### src/rtl/muldiv_unit_if.sv
// Request/response bundle for the iterative multiply/divide unit.
// The requester drives start/op/A/B; the unit returns busy/done, the result and its flags.
interface muldiv_unit_if #(
  parameter int WIDTH = 32
);
  logic             start;
  logic [2:0]       op;
  logic [WIDTH-1:0] A;
  logic [WIDTH-1:0] B;
  logic             busy;
  logic             done;
  logic [WIDTH-1:0] R;
  logic             zero_flag;
  logic             negative_flag;
  logic             overflow_flag;
  logic             div_zero_flag;

  modport master (
    output start, op, A, B,
    input  busy, done, R, zero_flag, negative_flag, overflow_flag, div_zero_flag
  );

  modport slave (
    input  start, op, A, B,
    output busy, done, R, zero_flag, negative_flag, overflow_flag, div_zero_flag
  );
endinterface

### src/rtl/muldiv_unit.sv
// Sequential RISC-V style multiply/divide: one bit per cycle on operand magnitudes,
// with sign correction and result flags registered on the final iteration.
module muldiv_unit #(
  parameter int WIDTH = 32
) (
  input  logic         clk,
  input  logic         rst_n,
  muldiv_unit_if.slave bus
);
  localparam int CW = $clog2(WIDTH);
  localparam logic [CW-1:0] LAST = CW'(WIDTH - 1);

  localparam logic [1:0] IDLE = 2'd0;
  localparam logic [1:0] CALC = 2'd1;
  localparam logic [1:0] DONE = 2'd2;

  localparam logic [WIDTH-1:0] MOST_NEG = {1'b1, {(WIDTH-1){1'b0}}};

  logic [1:0]       state_q, state_d;
  logic [CW-1:0]    cnt_q, cnt_d;
  logic [2:0]       op_q, op_d;
  logic             a_neg_q, a_neg_d;
  logic             b_neg_q, b_neg_d;
  logic [WIDTH-1:0] hi_q, hi_d;      // product high half / partial remainder
  logic [WIDTH-1:0] lo_q, lo_d;      // multiplier bits / dividend-then-quotient
  logic [WIDTH-1:0] opnd_q, opnd_d;  // multiplicand or divisor magnitude
  logic [WIDTH-1:0] r_q, r_d;
  logic             zero_q, zero_d, neg_q, neg_d, ovf_q, ovf_d, dz_q, dz_d;

  logic             in_a_neg, in_b_neg;
  logic [WIDTH-1:0] in_mag_a, in_mag_b;
  logic [WIDTH:0]   sum, trial;
  logic [WIDTH-1:0] hi_n, lo_n, res;
  logic [2*WIDTH-1:0] prod;
  logic             load_res, ovf_n, dz_n;

  always_comb begin
    state_d  = state_q;
    cnt_d    = cnt_q;
    op_d     = op_q;
    a_neg_d  = a_neg_q;
    b_neg_d  = b_neg_q;
    hi_d     = hi_q;
    lo_d     = lo_q;
    opnd_d   = opnd_q;
    r_d      = r_q;
    zero_d   = zero_q;
    neg_d    = neg_q;
    ovf_d    = ovf_q;
    dz_d     = dz_q;
    load_res = 1'b0;
    res      = '0;
    ovf_n    = 1'b0;
    dz_n     = 1'b0;
    prod     = '0;

    // A is signed for MULH, MULHSU, DIV, REM; B is signed for MULH, DIV, REM.
    in_a_neg = bus.A[WIDTH-1] & ((bus.op == 3'b001) | (bus.op == 3'b010) |
                                 (bus.op == 3'b100) | (bus.op == 3'b110));
    in_b_neg = bus.B[WIDTH-1] & ((bus.op == 3'b001) | (bus.op == 3'b100) |
                                 (bus.op == 3'b110));
    in_mag_a = in_a_neg ? -bus.A : bus.A;
    in_mag_b = in_b_neg ? -bus.B : bus.B;

    sum   = {1'b0, hi_q} + (lo_q[0] ? {1'b0, opnd_q} : '0);
    trial = {hi_q, lo_q[WIDTH-1]} - {1'b0, opnd_q};
    if (!op_q[2]) begin
      hi_n = sum[WIDTH:1];
      lo_n = {sum[0], lo_q[WIDTH-1:1]};
    end else if (!trial[WIDTH]) begin
      hi_n = trial[WIDTH-1:0];
      lo_n = {lo_q[WIDTH-2:0], 1'b1};
    end else begin
      hi_n = {hi_q[WIDTH-2:0], lo_q[WIDTH-1]};
      lo_n = {lo_q[WIDTH-2:0], 1'b0};
    end

    case (state_q)
      IDLE: begin
        if (bus.start) begin
          op_d    = bus.op;
          a_neg_d = in_a_neg;
          b_neg_d = in_b_neg;
          cnt_d   = '0;
          if (bus.op[2] && (bus.B == '0)) begin
            load_res = 1'b1;
            dz_n     = 1'b1;
            res      = bus.op[1] ? bus.A : '1;
            state_d  = DONE;
          end else if (bus.op[2] && !bus.op[0] && (bus.A == MOST_NEG) && (bus.B == '1)) begin
            load_res = 1'b1;
            ovf_n    = 1'b1;
            res      = bus.op[1] ? '0 : bus.A;
            state_d  = DONE;
          end else begin
            hi_d    = '0;
            lo_d    = bus.op[2] ? in_mag_a : in_mag_b;
            opnd_d  = bus.op[2] ? in_mag_b : in_mag_a;
            state_d = CALC;
          end
        end
      end
      CALC: begin
        hi_d  = hi_n;
        lo_d  = lo_n;
        cnt_d = cnt_q + CW'(1);
        if (cnt_q == LAST) begin
          load_res = 1'b1;
          state_d  = DONE;
          if (!op_q[2]) begin
            prod = {hi_n, lo_n};
            if (a_neg_q ^ b_neg_q) prod = -prod;
            res = (op_q[1:0] == 2'b00) ? prod[WIDTH-1:0] : prod[2*WIDTH-1:WIDTH];
          end else if (op_q[1]) begin
            res = a_neg_q ? -hi_n : hi_n;
          end else begin
            res = (a_neg_q ^ b_neg_q) ? -lo_n : lo_n;
          end
        end
      end
      DONE:    state_d = IDLE;
      default: state_d = IDLE;
    endcase

    if (load_res) begin
      r_d    = res;
      zero_d = ~|res;
      neg_d  = res[WIDTH-1];
      ovf_d  = ovf_n;
      dz_d   = dz_n;
    end
  end

  always_ff @(posedge clk or negedge rst_n) begin
    if (!rst_n) begin
      state_q <= IDLE;
      cnt_q   <= '0;
      op_q    <= '0;
      a_neg_q <= 1'b0;
      b_neg_q <= 1'b0;
      hi_q    <= '0;
      lo_q    <= '0;
      opnd_q  <= '0;
      r_q     <= '0;
      zero_q  <= 1'b0;
      neg_q   <= 1'b0;
      ovf_q   <= 1'b0;
      dz_q    <= 1'b0;
    end else begin
      state_q <= state_d;
      cnt_q   <= cnt_d;
      op_q    <= op_d;
      a_neg_q <= a_neg_d;
      b_neg_q <= b_neg_d;
      hi_q    <= hi_d;
      lo_q    <= lo_d;
      opnd_q  <= opnd_d;
      r_q     <= r_d;
      zero_q  <= zero_d;
      neg_q   <= neg_d;
      ovf_q   <= ovf_d;
      dz_q    <= dz_d;
    end
  end

  assign bus.busy          = (state_q == CALC);
  assign bus.done          = (state_q == DONE);
  assign bus.R             = r_q;
  assign bus.zero_flag     = zero_q;
  assign bus.negative_flag = neg_q;
  assign bus.overflow_flag = ovf_q;
  assign bus.div_zero_flag = dz_q;
endmodule

### src/flat_wrapper.sv
// flat-port wrapper written by rule: the top's interface ports become plain ports
module muldiv_unit_flat 
#(
  parameter int WIDTH = 32
)
  (clk, rst_n, bus_start, bus_op, bus_A, bus_B, bus_busy, bus_done, bus_R, bus_zero_flag, bus_negative_flag, bus_overflow_flag, bus_div_zero_flag);
  muldiv_unit_if #(.WIDTH(WIDTH)) bus_i ();
  input  logic clk;
  input  logic rst_n;
  input wire logic [$bits(bus_i.start)-1:0] bus_start;
  input wire logic [$bits(bus_i.op)-1:0] bus_op;
  input wire logic [$bits(bus_i.A)-1:0] bus_A;
  input wire logic [$bits(bus_i.B)-1:0] bus_B;
  output wire logic [$bits(bus_i.busy)-1:0] bus_busy;
  output wire logic [$bits(bus_i.done)-1:0] bus_done;
  output wire logic [$bits(bus_i.R)-1:0] bus_R;
  output wire logic [$bits(bus_i.zero_flag)-1:0] bus_zero_flag;
  output wire logic [$bits(bus_i.negative_flag)-1:0] bus_negative_flag;
  output wire logic [$bits(bus_i.overflow_flag)-1:0] bus_overflow_flag;
  output wire logic [$bits(bus_i.div_zero_flag)-1:0] bus_div_zero_flag;
  assign bus_i.start = bus_start;
  assign bus_i.op = bus_op;
  assign bus_i.A = bus_A;
  assign bus_i.B = bus_B;
  assign bus_busy = bus_i.busy;
  assign bus_done = bus_i.done;
  assign bus_R = bus_i.R;
  assign bus_zero_flag = bus_i.zero_flag;
  assign bus_negative_flag = bus_i.negative_flag;
  assign bus_overflow_flag = bus_i.overflow_flag;
  assign bus_div_zero_flag = bus_i.div_zero_flag;
  muldiv_unit #(.WIDTH(WIDTH)) u_core (.clk(clk), .rst_n(rst_n), .bus(bus_i));
endmodule
### config.mk
export PLATFORM = sky130hd
export DESIGN_NAME = muldiv_unit_flat
export DESIGN_NICKNAME = d
export VERILOG_FILES = /design/src/rtl/muldiv_unit_if.sv /design/src/rtl/muldiv_unit.sv /design/src/flat_wrapper.sv
export SDC_FILE = /design/constraint.sdc
export NUM_CORES = 1
export LEC_CHECK = 0
export ABC_AREA = 0
export CAP_MARGIN = 10
export CORE_MARGIN = 1.5
export CORE_UTILIZATION = 25
export DETAILED_ROUTE_END_ITERATION = 8
export SETUP_SLACK_MARGIN = 0.2
export SLEW_MARGIN = 20
export SYNTH_ARGS = -nofsm -noshare
export SYNTH_HDL_FRONTEND = slang
export SYNTH_SLANG_ARGS = --single-unit
### constraint.sdc
create_clock -name clk -period 8.6 [get_ports clk]
set_clock_uncertainty 0.2 [all_clocks]
set_input_delay 1.72 -clock clk [delete_from_list [all_inputs] [get_ports clk]]
set_output_delay 1.72 -clock clk [all_outputs]
set_load 0.02 [all_outputs]
# Word-level counts from Yosys, hierarchy flattened
# Cells that the tools add are included.
# word_totals
regBits	144
out_inout_bits	38
word_cells	108
# op_classes
add_sub_neg	8
eq_ne	13
n_mux	48
n_bitwise	10
reduce_logical	16
# ops
cell	count
32-bit 2-to-1 mux	25
32-bit case mux with 2 select lines	3
32-bit negation	4
32-bit == test (second input constant)	2
64-bit 2-to-1 mux	1
64-bit negation	1
32-bit by 33-bit adder with 33-bit output	1
33-bit by 32-bit subtractor with 33-bit output	1
32-bit zero test	1
32-bit OR reduction	1
1-bit 2-to-1 mux	11
5-bit case mux with 2 select lines	1
2-bit 2-to-1 mux	4
4-bit AND reduction	2
3-bit == test (second input constant)	2
2-bit inequality test (second input constant)	3
2-bit AND reduction	3
5-bit by 1-bit adder with 5-bit output (second input constant)	1
5-bit == test (second input constant)	1
5-bit 2-to-1 mux	1
1-bit OR	5
1-bit logical AND	4
2-bit zero test	2
2-bit case mux with 2 select lines	1
11 further kinds	14

# Logic depth before layout (Yosys ltp)
# Gate-level depths: netlist of the first run.
# logic_depth
depth_word	11
depth_mapped	27

# Least setup slack after synthesis of the first run
# OpenSTA, ideal clock, no wires.
# synth_path
kind	register to register
startpoint	reg u_core.lo_q[31]
endpoint	reg u_core.zero_q, in the netlist u_core.bus.zero_flag
setup_time_ps	76
arrival_ps	5566
setup_slack_ps	2758
stages_incl_launch_ff	26
path_buffers	2
synth_period_minus_slack_ps	5842
cell_sequence	dfrtp_1 > inv_1 > ha_1 > fa_1 > nand2b_1 > a21oi_1 > o211ai_2 > a21bo_1 > buf_6 > a21oi_4 > nor2_2 > a21oi_1 > ha_1 > or3b_2 > or2_0 > clkbuf_1 > nor2_1 > nand3_1 > o211a_1 > o21ai_0 > nand3_1 > or4_1 > nor4b_1 > and4_1 > nand4_1 > o21ai_1
# synth_via
elab_chain_cells	11
word_cells_on_any_way	18
cone_classes	add/sub: 4; mux: 12; reduce/logical: 2
# synth_lines
item	line_no	source
start, declared	muldiv_unit.sv:25	logic [WIDTH-1:0] lo_q, lo_d;
start signal, assigned	muldiv_unit.sv:156	lo_q <= lo_d;
33-bit by 32-bit subtractor with 33-bit output	muldiv_unit.sv:66	trial = {hi_q, lo_q[WIDTH-1]} - {1'b0, opnd_q};
1-bit 2-to-1 mux or 32-bit 2-to-1 mux (tied branches)	muldiv_unit.sv:70	end else if (!trial[WIDTH]) begin
32-bit 2-to-1 mux	muldiv_unit.sv:67	if (!op_q[2]) begin
64-bit negation (tied with other cells)	muldiv_unit.sv:112	if (a_neg_q ^ b_neg_q) prod = -prod;
64-bit 2-to-1 mux (tied with other cells)	muldiv_unit.sv:112	
32-bit 2-to-1 mux (on tied branches)	muldiv_unit.sv:113, muldiv_unit.sv:114	
32-bit 2-to-1 mux *	muldiv_unit.sv:110	if (!op_q[2]) begin
32-bit 2-to-1 mux *	muldiv_unit.sv:107	if (cnt_q == LAST) begin
32-bit case mux with 2 select lines *	muldiv_unit.sv:78	case (state_q)
32-bit OR reduction *	muldiv_unit.sv:127	zero_d = ~|res;
1-bit zero test *	muldiv_unit.sv:127	
end signal, assigned	muldiv_unit.sv:159	zero_q <= zero_d;
end, declared	muldiv_unit.sv:28	logic zero_q, zero_d, neg_q, neg_d, ovf_q, ovf_d, dz_q, dz_d;
# Mark *: on every way between the ends. The rest lies on a longest branch, timed or not.
# A chain may end at the register's enable or synchronous reset.

# Worst setup path in the final report of the first run
# Ends and elaborated chain as after synthesis.

==> results of run 1 <==
## flip-flops by register name, summed over array words and instances, names as in the netlist
name and cells:
u_core.hi_q 32, u_core.lo_q 32, u_core.opnd_q 32, u_core.bus.R 31, u_core.cnt_q 5, u_core.op_q 3
u_core.state_q 2, u_core.a_neg_q 1, u_core.b_neg_q 1, u_core.bus.div_zero_flag 1, u_core.bus.negative_flag 1, u_core.bus.overflow_flag 1
u_core.bus.zero_flag 1
## logic make-up after synthesis
family | synth area share, %
adder cells (fa/ha/maj) | 5.49
AND/OR/NAND/NOR | 25.5
AO/OA/AOI/OAI | 31.2
buffers and inverters | 4.92
multiplexers | 3.50
XOR/XNOR | 8.29
flip-flops | 21.2
## critical path, stage by stage (launching register included)
cell and delay, ns:
dfrtp_1 0.41, inv_1 0.07, ha_1 0.21, fa_1 0.39, nand2b_1 0.19, a21oi_1 0.50, o211ai_2 0.27, a21bo_1 0.38
a21oi_4 0.54, nor2_2 0.24, a21oi_1 0.23, ha_1 0.27, or3b_2 0.47, or2_0 0.39, nor2_1 0.60, nand3_1 0.30
nor3_1 0.36, nand4_1 0.18, mux2i_1 0.17, a211o_1 0.36, nor4_1 0.37, and4_1 0.27, nand4_1 0.10, o21ai_1 0.14
## routing by layer
metal | part of all wire (%) | wire length (um) | up-vias
li1 | - | - | 8641
met1 | 44 | 33400 | 8991
met2 | 43 | 32900 | 981
met3 | 9.3 | 7080 | 165
met4 | 3.4 | 2560 | 0
met5 | 0 | 0 | -
## per-stage QoR
stage	instance area [um^2]	cells	hold WS, ns	setup WS [ns]	utilization, %
after floorplan	16900	2340	0.243	2.76	-
after global placement	18800	3215	0.263	1.36	28.0
after detailed placement	18800	3215	0.271	1.17	28.0
after CTS	19400	3247	0.283	1.08	28.9
after global routing	19400	3247	0.292	0.393	28.9
final	19400	3248	0.278	0.911	28.9
## how the worst max path moves through the flow
stage | start | slack, ns | endpoint | cells past startpoint
final | u_core.lo_q[31]$_DFFE_PN0P_ | 0.91 | u_core.bus.zero_flag$_DFFE_PN0P_ | 23
after detailed placement | u_core.lo_q[31]$_DFFE_PN0P_ | 1.17 | u_core.bus.zero_flag$_DFFE_PN0P_ | 23
after floorplan | u_core.lo_q[31]$_DFFE_PN0P_ | 2.76 | u_core.bus.zero_flag$_DFFE_PN0P_ | 25
after CTS | u_core.lo_q[31]$_DFFE_PN0P_ | 1.08 | u_core.bus.zero_flag$_DFFE_PN0P_ | 23
after global routing | u_core.lo_q[31]$_DFFE_PN0P_ | 0.39 | u_core.bus.zero_flag$_DFFE_PN0P_ | 23
after global placement | u_core.lo_q[31]$_DFFE_PN0P_ | 1.36 | u_core.bus.zero_flag$_DFFE_PN0P_ | 23
## final cells by class
| class | instances | area share, % |
|---|---|---|
| sequential | 143 | 18.5 |
| inverter | 67 | 1.30 |
| clock buffer | 17 | 2.19 |
| tap | 873 | 5.63 |
| timing repair buffer | 140 | 6.86 |
| multi-input combinational | 1992 | 64.6 |
| antenna | 1 | 0.0129 |
| clock inverter | 15 | 0.981 |
## cells in the final DEF, fill, tap and decap left out, types with 42 or more instances in the layout
cell / synthesis / layout
o21ai_0: 261 / 261
clkdlybuf4s50_1: 0 / 105
nand2_1: 308 / 307
xor2_1: 69 / 68
inv_1: 65 / 64
dfrtp_1: 143 / 142
ha_1: 71 / 71
and2_1: 47 / 47
mux2i_1: 42 / 42
a21oi_1: 211 / 211
nor2_1: 211 / 210
nor3_1: 57 / 56
xnor2_1: 91 / 90
==> out/metrics.yaml, run 1 <==
place.gp.congestion: 1.03
r2r_slack_ns: 0.91
synthesis.nets: 2483
synthArstFlopShare_pct: 100
drv_cap: 0
fin_setup_tns_ns: 0
r2r_start: "u_core.lo_q[31]$_DFFE_PN0P_"
multiInputGateArea_um2: 12500
cts_setup_buffers: 0
synth_most_common_cell: "nand2_1"
via_count: 18800
period_share_pct: 89.4
final-hold-violation-count: 0
cts.path.max_buffers: 2
core-area_um2: 67000
busiest_layer: "met2"
yosys-top-cells-area: "dfrtp_1 21%, o21ai_0 7.7%, nand2_1 6.8%"
syn_area_per_cell_um2: 7.22
antenna_found_initial: 2
grt_use_met2_pct: 32.7
max_clock_freq_mhz: 130
worstHoldStart: "u_core.cnt_q[3]$_DFFE_PN0P_"
hpwl_um: 59300
routed_wl_um: 75900
hold_end: "u_core.cnt_q[3]$_DFFE_PN0P_"
cts_root_buffer: "clkbuf_16"
yosysSeqAreaShare_pct: 21.2
clock_sinks: 143
synth.top_cell.area_share_pct: 21.2
maxSlewHeadroom_pct: 31.3
clk_pin_slew_ns: 0.07
hold_class: "flip-flop to flip-flop"
yosys_warnings: 0
cts_resized: 0
synth_top_area_cell: "dfrtp_1"
clkLatencyLatePin_ns: 0.48
drc: 0
period_minus_slack_ns: 7.69
reg2reg_to: "u_core.bus.zero_flag$_DFFE_PN0P_"
nets: 2504
drtIter0Drc: 2416
grt_pass1_wl_um: 114000
area_delta_synth_final_pct: 14.7
grt.overflow.total: 0
rows: 95
grt_use_met1_pct: 30.0
synth.ff_latch_count: 143
cts_buffers: 17
status: "finished, final reports clean"
die_h_um: 263
firstDrtPassIters: 6
whs_path_depth: 1
start_util_pct: 25.2
worstMarginPinSlew_ns: 1.02
required_ns: 8.80
rsz0062_at_grt: "no"
grt_max_degree: 81
grt_usage_pct: 21.4
yosys-top-cells-count: "308 x nand2_1, 261 x o21ai_0, 211 x a21oi_1, 211 x nor2_1, 143 x dfrtp_1"
cp-end-kind: "flip-flop"
critPathKind: "flip-flop to flip-flop"
rr_worst_depth: 23
ant_nets: 0
ff_latch_area_um2: 3580
portBuffers: 107
grt_pass1_vias: 17400
synth_edf_count: 0
drive_gt1_share_pct: 6.07
synth_ff_type: "dfrtp_1"
cts_hold_buf: 0
fp.dieW_um: 263
cts.htree.levels: 4
synth_cell_types: 107
crit_fanout: 16
wl_per_cell_um: 23.4
worst_setup_path_start_kind: "flip-flop"
met3_usage_pct: 3.94
crit_arrival_ns: 7.89
syn_area_um2: 16900
final_max_slew_viol_count: 0
tritoncts: "yes"
io_pins: 108
routed_via_density: 5.78
fill_cells: 7413
dieArea_um2: 69200
finalSetupViolCount: 0
syn_inst: 2340
Power of run 1 is not shown: default switching activity piles up to over one toggle a cycle in this logic, so the estimate is an artifact.
==> run 2: changes to the inputs <==
--- a/config.mk
+++ b/config.mk
@@ -10,6 +10,8 @@
 export CORE_MARGIN = 1.5
 export CORE_UTILIZATION = 25
 export DETAILED_ROUTE_END_ITERATION = 8
+export DONT_BUFFER_PORTS = 1
+export RECOVER_POWER = 25
 export SETUP_SLACK_MARGIN = 0.2
 export SLEW_MARGIN = 20
 export SYNTH_ARGS = -nofsm -noshare
==> run 2 against run 1 <==
  * Routed wire length is 2.0% lower
  * Highest routed layer is now met5
  * Register-to-register slack hardly changed
  * Worst hold slack gained 0.022 ns
  * Largest cell class unchanged
  * Critical path type unchanged
  * Critical path depth stayed put
  * Utilization down 1.7 points
  * Clock-buffer cell count unchanged
==> out/metrics.yaml, run 2 (synthesized netlist as in run 1, its figures left out) <==
crit_arrival_ns: 7.89
portBuffers: 0
area_delta_synth_final_pct: 8.11
period_minus_slack_ns: 7.70
grt_max_degree: 144
worst-path-buf-inv: 1
die_h_um: 263
cp_cell_sequence: "inv_1 -> ha_1 -> fa_1 -> nand2b_1 -> a21oi_1 -> o211ai_2 -> a21bo_1 -> a21oi_4 -> nor2_2 -> a21oi_1 -> ha_1 -> or3b_2 -> or2_0 -> nor2_1 -> nand3_1 -> o211a_1 -> o21ai_0 -> nand3_1 -> or4_1 -> nor4b_1 -> and4_1 -> nand4_1 -> o21ai_1"
rows: 95
start_util_pct: 25.2
worst_setup_path_start_kind: "flip-flop"
hold_class: "flip-flop to flip-flop"
final-hold-violation-count: 0
worst_path_largest_cell_delay_ns: 0.62
cts_resized: 0
grt_usage_pct: 20.9
max_clock_freq_mhz: 130
cts_root_buffer: "clkbuf_16"
place.gp.congestion: 1.03
via_count: 18500
cts.path.max_buffers: 2
clk_pin_slew_ns: 0.07
ant_nets: 0
period_share_pct: 89.5
cts_buffers: 17
core-area_um2: 67000
worstMarginPinSlew_ns: 0.982
cts_setup_buffers: 0
antenna_found_initial: 10
drtIter0Drc: 2097
grt.overflow.total: 0
required_ns: 8.80
worst_path_dominant_cell_family: "simple AND/OR/NAND/NOR gates"
fp.dieW_um: 263
drive_gt1_share_pct: 6.22
hpwl_um: 58400
fill_cells: 7437
crit_fanout: 16
grt_pass1_vias: 16900
cp-end-kind: "flip-flop"
rsz0062_at_grt: "no"
dieArea_um2: 69200
finalSetupViolCount: 0
grt_pass1_wl_um: 111000
layout_commonest_cell: "nand2_1"
critPathKind: "flip-flop to flip-flop"
wl_per_cell_um: 23.7
maxSlewHeadroom_pct: 34.0
reg_top3: "u_core.hi_q x32, u_core.lo_q x32, u_core.opnd_q x32"
status: "finished, final reports clean"
fin_setup_tns_ns: 0
slowest_stage: "a21oi_4"
clkLatencyLatePin_ns: 0.47
routed_via_density: 5.88
clock_sinks: 143
nets: 2396
drc: 0
final_cell_mix: "307 x nand2_1, 261 x o21ai_0, 211 x a21oi_1"
firstDrtPassIters: 6
routed_wl_um: 74400
cts.htree.levels: 4
final_max_slew_viol_count: 0
tritoncts: "yes"
io_pins: 108
cts_hold_buf: 0
drv_cap: 0
## run 2: layout make-up
type / instances / area [um^2] / share of cell area (%)
clock buffers: 17 / 425 / 2.33
diodes: 2 / 5.00 / 0.0274
well taps: 873 / 1090 / 5.98
multi-input cells: 1992 / 12500 / 68.5
clock inverters: 15 / 160 / 0.876
inverters: 67 / 251 / 1.38
flip-flops and latches: 143 / 3580 / 19.6
repair buffers: 32 / 240 / 1.31
## run 2: per-layer routing
| metal | track usage [%] | vias up | wire, um |
|---|---|---|---|
| li1 | - | 8412 | - |
| met1 | 29.5 | 8984 | 32800 |
| met2 | 31.7 | 955 | 32000 |
| met3 | 4.18 | 128 | 7180 |
| met4 | 6.86 | 2 | 2360 |
| met5 | 0 | - | 13 |
## run 2: path summary, 6_finish.rpt
check | slack, ns | from | end | cells past startpoint
hold / removal | 0.30 | u_core.cnt_q[3]$_DFFE_PN0P_ | u_core.cnt_q[3]$_DFFE_PN0P_ | 1
min in group asynchronous | 0.75 | rst_n | u_core.bus.R[19]$_DFFE_PN0P_ | 0
max in group asynchronous | 7.10 | rst_n | u_core.op_q[2]$_DFFE_PN0P_ | 0
setup reg to reg | 0.90 | u_core.lo_q[31]$_DFFE_PN0P_ | u_core.bus.zero_flag$_DFFE_PN0P_ | 23
setup / recovery | 0.90 | u_core.lo_q[31]$_DFFE_PN0P_ | u_core.bus.zero_flag$_DFFE_PN0P_ | 23
hold reg to reg | 0.30 | u_core.cnt_q[3]$_DFFE_PN0P_ | u_core.cnt_q[3]$_DFFE_PN0P_ | 1
## run 2: per-stage QoR
step / cells / hold WS, ns / cell area, um^2 / setup WS (ns) / utilization [%]
finish: 3141 / 0.300 / 18300 / 0.903 / 27.3
global route: 3139 / 0.307 / 18300 / 0.513 / 27.3
CTS: 3139 / 0.297 / 18300 / 1.16 / 27.3
detailed placement: 3107 / 0.288 / 17700 / 1.22 / 26.4
global placement: 3107 / 0.264 / 17700 / 1.44 / 26.4
floorplan: 2340 / 0.243 / 16900 / 2.76 / -
Power of run 2 is left out for the same reason.
